<file path="config.mk">
export PLATFORM = sky130hd
export DESIGN_NAME = signed_accumulator
export DESIGN_NICKNAME = d
export VERILOG_FILES = /design/src/rtl/accumulator_pkg.sv /design/src/rtl/signed_accumulator_flag_gen.sv /design/src/rtl/signed_accumulator.sv
export SDC_FILE = /design/constraint.sdc
export NUM_CORES = 1
export LEC_CHECK = 0
export CAP_MARGIN = 20
export CORE_MARGIN = 2
export CORE_UTILIZATION = 40
export CTS_CLUSTER_DIAMETER = 120
export DETAILED_ROUTE_END_ITERATION = 7
export GPL_TIMING_DRIVEN = 0
export PLACE_DENSITY = 0.7
export SYNTH_ARGS = -nofsm -noshare
export SYNTH_HDL_FRONTEND = slang
export SYNTH_HIERARCHICAL = 1
export SYNTH_SLANG_ARGS = --single-unit
</file>
<file path="constraint.sdc">
create_clock -name clock -period 3.8 [get_ports clock]
set_input_delay 0.57 -clock clock [delete_from_list [all_inputs] [get_ports clock]]
set_output_delay 0.57 -clock clock [all_outputs]
set_load 0.01 [all_outputs]
</file>
<file path="src/rtl/accumulator_pkg.sv">
// ---------------------------------------------------------------------------
// accumulator_pkg
// Shared definitions for the signed accumulator slice.
//   op_t            : operation codes carried on the 2-bit op port
//   DEFAULT_N_BITS  : default data / accumulator width
// ---------------------------------------------------------------------------
package accumulator_pkg;

  // Operation codes; the numeric values are the wire encoding on op.
  typedef enum logic [1:0] {
    HOLD = 2'b00,
    ADD  = 2'b01,
    SUB  = 2'b10,
    LOAD = 2'b11
  } op_t;

  localparam int DEFAULT_N_BITS = 8;

endpackage : accumulator_pkg

</file>
<file path="src/rtl/signed_accumulator_flag_gen.sv">
// ---------------------------------------------------------------------------
// flag_gen
// Purely combinational status flags derived from the registered accumulator.
// Ports:
//   i_acc        : accumulator value (signed, N_BITS wide)
//   o_isNegative : 1 when i_acc < 0
//   o_isZero     : 1 when i_acc == 0
//   o_isEven     : 1 when bit 0 of i_acc is 0
// ---------------------------------------------------------------------------
module flag_gen #(
  parameter int N_BITS = 8
) (
  input  logic signed [N_BITS-1:0] i_acc,
  output logic                     o_isNegative,
  output logic                     o_isZero,
  output logic                     o_isEven
);

  // Sign bit gives negativity directly; zero and parity are simple reductions.
  assign o_isNegative = i_acc[N_BITS-1];
  assign o_isZero     = (i_acc == '0);
  assign o_isEven     = ~i_acc[0];

endmodule : flag_gen

</file>
<file path="src/rtl/signed_accumulator.sv">
// ---------------------------------------------------------------------------
// signed_accumulator
// Signed accumulator with HOLD / ADD / SUB / LOAD operations, optional
// saturation, a sticky signed-overflow flag and combinational status flags.
// Ports:
//   clock       : rising-edge clock
//   reset       : asynchronous active-high reset
//   clear       : synchronous clear of acc and overflow (beats in_valid)
//   in_valid    : qualifies op and operand
//   op          : operation code (see accumulator_pkg::op_t)
//   operand     : signed data operand
//   acc         : registered accumulator value
//   done        : one-cycle pulse after each accepted operation
//   is_negative : acc < 0
//   is_zero     : acc == 0
//   is_even     : acc bit 0 == 0
//   overflow    : sticky signed-overflow flag
// ---------------------------------------------------------------------------
module signed_accumulator
  import accumulator_pkg::*;
#(
  parameter int N_BITS   = DEFAULT_N_BITS,
  parameter bit SATURATE = 1'b0
) (
  input  logic                     clock,
  input  logic                     reset,
  input  logic                     clear,
  input  logic                     in_valid,
  input  logic [1:0]               op,
  input  logic signed [N_BITS-1:0] operand,
  output logic signed [N_BITS-1:0] acc,
  output logic                     done,
  output logic                     is_negative,
  output logic                     is_zero,
  output logic                     is_even,
  output logic                     overflow
);

  localparam logic [N_BITS-1:0] MAX_VAL = {1'b0, {(N_BITS-1){1'b1}}};
  localparam logic [N_BITS-1:0] MIN_VAL = {1'b1, {(N_BITS-1){1'b0}}};

  logic signed [N_BITS-1:0] r_acc;
  logic                     r_overflow;
  logic                     r_done;

  logic [N_BITS:0]          w_sum;
  logic [N_BITS:0]          w_diff;
  logic [N_BITS-1:0]        w_satVal;
  logic [N_BITS-1:0]        w_accNext;
  logic                     w_overflowNext;
  logic                     w_doneNext;
  logic                     w_opOverflow;

  // Next-state logic. Sums are formed one bit wider than the data so the
  // wrapped result is simply the low N_BITS. When an ADD or SUB overflows,
  // the true result always has the sign of the current accumulator (ADD only
  // overflows with like-signed inputs, SUB only when the operand's sign is
  // opposite to acc), so the saturation limit is picked from acc's sign.
  always_comb begin
    w_sum          = {r_acc[N_BITS-1], r_acc} + {operand[N_BITS-1], operand};
    w_diff         = {r_acc[N_BITS-1], r_acc} - {operand[N_BITS-1], operand};
    w_satVal       = r_acc[N_BITS-1] ? MIN_VAL : MAX_VAL;
    w_accNext      = r_acc;
    w_overflowNext = r_overflow;
    w_doneNext     = 1'b0;
    w_opOverflow   = 1'b0;

    if (clear) begin
      w_accNext      = '0;
      w_overflowNext = 1'b0;
      w_doneNext     = 1'b0;
    end else if (in_valid) begin
      w_doneNext = 1'b1;
      case (op_t'(op))
        ADD: begin
          w_opOverflow = (r_acc[N_BITS-1] == operand[N_BITS-1]) &&
                         (w_sum[N_BITS-1] != r_acc[N_BITS-1]);
          w_accNext    = w_sum[N_BITS-1:0];
        end
        SUB: begin
          w_opOverflow = (r_acc[N_BITS-1] != operand[N_BITS-1]) &&
                         (w_diff[N_BITS-1] != r_acc[N_BITS-1]);
          w_accNext    = w_diff[N_BITS-1:0];
        end
        LOAD: begin
          w_accNext = operand;
        end
        default: begin
          w_accNext = r_acc;
        end
      endcase

      if (w_opOverflow) begin
        w_overflowNext = 1'b1;
        if (SATURATE) begin
          w_accNext = w_satVal;
        end
      end
    end
  end

  // State update: the only registers are acc, overflow and done.
  always_ff @(posedge clock or posedge reset) begin
    if (reset) begin
      r_acc      <= '0;
      r_overflow <= 1'b0;
      r_done     <= 1'b0;
    end else begin
      r_acc      <= w_accNext;
      r_overflow <= w_overflowNext;
      r_done     <= w_doneNext;
    end
  end

  assign acc      = r_acc;
  assign overflow = r_overflow;
  assign done     = r_done;

  flag_gen #(
    .N_BITS(N_BITS)
  ) u_flagGen (
    .i_acc        (r_acc),
    .o_isNegative (is_negative),
    .o_isZero     (is_zero),
    .o_isEven     (is_even)
  );

endmodule : signed_accumulator

</file>
==> results of run 1 <==
## metrics by stage
stage	area, um^2	util	instances	setup WS [ns]	power [mW]
floorplan	1340	-	174	1.49	0.270
global placement	1650	0.532	244	0.833	0.348
detailed placement	1650	0.532	244	0.789	0.353
CTS	1670	0.539	247	1.06	0.424
global route	1670	0.539	247	0.964	0.460
finish	1670	0.539	247	1.06	0.424
## sequential cells by signal, indices dropped and copies added (netlist names)
name      cells
acc           8
done          1
overflow      1
## logic make-up (layout without fill, tap and decap cells)
family          after synthesis  after routing
compound gates               54             54
simple gates                 59             59
buf+inv                      26             55
xor+xnor                      2              2
flops                        10             10
fa+ha+maj                    19             19
mux                           4              4
## cell type report
cell class,count,area [um^2],share of cell area
inverters,20,75.1,0.0449
flip-flops and latches,10,250,0.150
multi-input cells,138,981,0.586
repair buffers,26,260,0.156
well taps,44,55.1,0.0329
plain buffers,6,28.8,0.0172
clock buffers,3,22.5,0.0135
## worst max-delay path, cell delays in order
cell and delay (ns):
clkdlybuf4s50_1 0.45, ha_1 0.25, fa_1 0.43, nor2b_1 0.16, o21a_1 0.20, o311ai_1 0.32, nand4b_1 0.14, o31a_1 0.14
a32o_1 0.24
## placed cells by master (no fill, tap or decap), types with 5 or more instances in the layout
cell type	count
a21oi_1	14
clkdlybuf4s50_1	26
dfrtp_1	10
ha_1	17
inv_1	20
nand2_1	19
nand2b_1	5
nor2_1	9
nor2b_1	8
o21ai_0	12
## report_power, final
group / internal, mW / switching (mW) / leakage, nW / total, mW
logic: 0.107 / 0.117 / 0.628 / 0.224
registers: 0.115 / 0.0150 / 0.135 / 0.130
clock network: 0.0365 / 0.0337 / 0.0138 / 0.0702
total: 0.259 / 0.166 / 0.777 / 0.424
## worst min-delay path by stage
stage	startpoint	slack [ns]	end
2_1_floorplan	reset	0.41	acc[0]
3_3_place_gp	overflow	0.48	overflow
3_5_place_dp	overflow	0.49	overflow
4_1_cts	overflow	0.51	overflow
5_1_grt	overflow	0.52	overflow
6_report	overflow	0.50	overflow
## routing by layer
layer,vias to the layer above,track usage,routed length [um]
li1,679,-,-
met1,652,0.273,1630
met2,40,0.361,1660
met3,7,0.0352,159
met4,0,0.0395,59
met5,-,0,0
==> metrics.txt, run 1 <==
vias per cell 5.58; hold crit path type flop to flop; Synth Flop Type dfrtp_1; CTS H-Tree Depth 1; post-synthesis xor/xnor area fraction 0.0131; ys async rst share 1.00; DIE WIDTH 61.8 um; EDFF count, synth 0; status completed; clock root cell clkbuf_4; vias in the first global route 1328; pin count of the biggest net entering global routing 11; gate count of the mapped netlist 174; CTS tree built; synthesized flop and latch total 10; cell taking the most area after synthesis dfrtp_1; hold path cells 2; initial antenna violation count 0; r2r setup slk 1.39 ns; Worst Setup End Kind flop; worst r2r path cells 8; synthesized-area fraction occupied by adder cells 0.189; Initial Utilization 0.430; routed vias 1378; Netlist cell types 46; Setup Buffers After CTS 0; most common cell in the netlist inv_1; end point of the critical path acc[6]; Hold-fix buffers, CTS 0; Site Rows 20; post-synthesis sequential area ratio 0.187; simple-gate share of the synthesized area 0.226; Setup crit start kind input port; core region area 3100 um^2; critical path fanouts, max 3; Arr. time, crit path 2.89 ns; total grt overflow 0; R2R Path Start acc[0]; Setup Total Neg Slack 0 ns; Total Nets Final 238; kind of critical path input port to flop; Area contributors post-synth dfrtp_1 19%, ha_1 16%, inv_1 5.6%, nand2_1 5.3%, a21oi_1 5.2%; CP Launch Point operand[0]; main combinational cell family by area after synthesis compound AO/OA/AOI/OAI gates; PwrDens 254 nW/um^2; DIE HEIGHT 61.8 um; Sink Count 10; Worst-Skew Late Latency 0.26 ns; Hold Vio Cnt, Final 0; # port buffers 26; TritonCTS Buffers 3; area delta synth->final 25.3%; hold slack 0.503 ns; clock-pin slew on the worst setup and hold paths 0.06 ns; RD Place Congestion 0.886; clock skew 0.000318 ns; max_slew headroom 0.579; I/O pins 27; ANT nets after route 0; Clock Path Buffers 2; top post-synthesis cells by count 20 x inv_1, 19 x nand2_1, 17 x ha_1; Max-Cap Viols 0; LEAKAGE 0.777 nW; post-synthesis mux area share 0.0300; ANT cells 0; syn nets 207; RR Endpoint acc[6]; final wirelength 3.51 mm; VDD IR-drop max 114 uV; fin crit share 0.721; Setup-failing EPs final 0; fillers 311; Worst-Margin Slew 0.632 ns; First-pass DRT Iterations 4; post-CTS sizing 0; Ys Warns 6; 1st-iter DRT viols 71; fin. max-slew vios 0; first-pass GRT wire length 6.00 mm; Total GRT Usage 0.207; unrepaired setup endpoints after global routing no; total die area 3820 um^2; Final HPWL DP 2.76 mm; CP Data Required Time 3.95 ns; area share of the largest cell type after synthesis 0.187; Post-Syn Area per Cell 7.67 um^2; fin crit period 2.74 ns; Compound-Gate Fraction of Synth Area 0.276; Max Freq 365 MHz; drt drc 0; share of cells above drive strength 1 0.0640; cell area after synthesis 1340 um^2; DR WL/cell 14.2 um
(Power assumes the default switching activity.)
==> inputs of run 2 (changes only) <==
==> constraint.sdc (replaced) <==
create_clock -name clock -period 2.7 [get_ports clock]
set_input_delay 0.405 -clock clock [delete_from_list [all_inputs] [get_ports clock]]
set_output_delay 0.405 -clock clock [all_outputs]
set_load 0.01 [all_outputs]
==> results of run 2 <==
Same layout as run 1 (identical final DEF). Status: completed.
Main changes from that run: setup slack after placement 0.789 ns -> -0.146 ns; setup slack after layout 1.06 ns -> 0.127 ns; hold slack 0.503 ns -> 0.410 ns; register-to-register setup slack 1.39 ns -> 0.29 ns; total power 0.424 mW -> 0.597 mW; worst IR drop on VDD 114 uV -> 160 uV
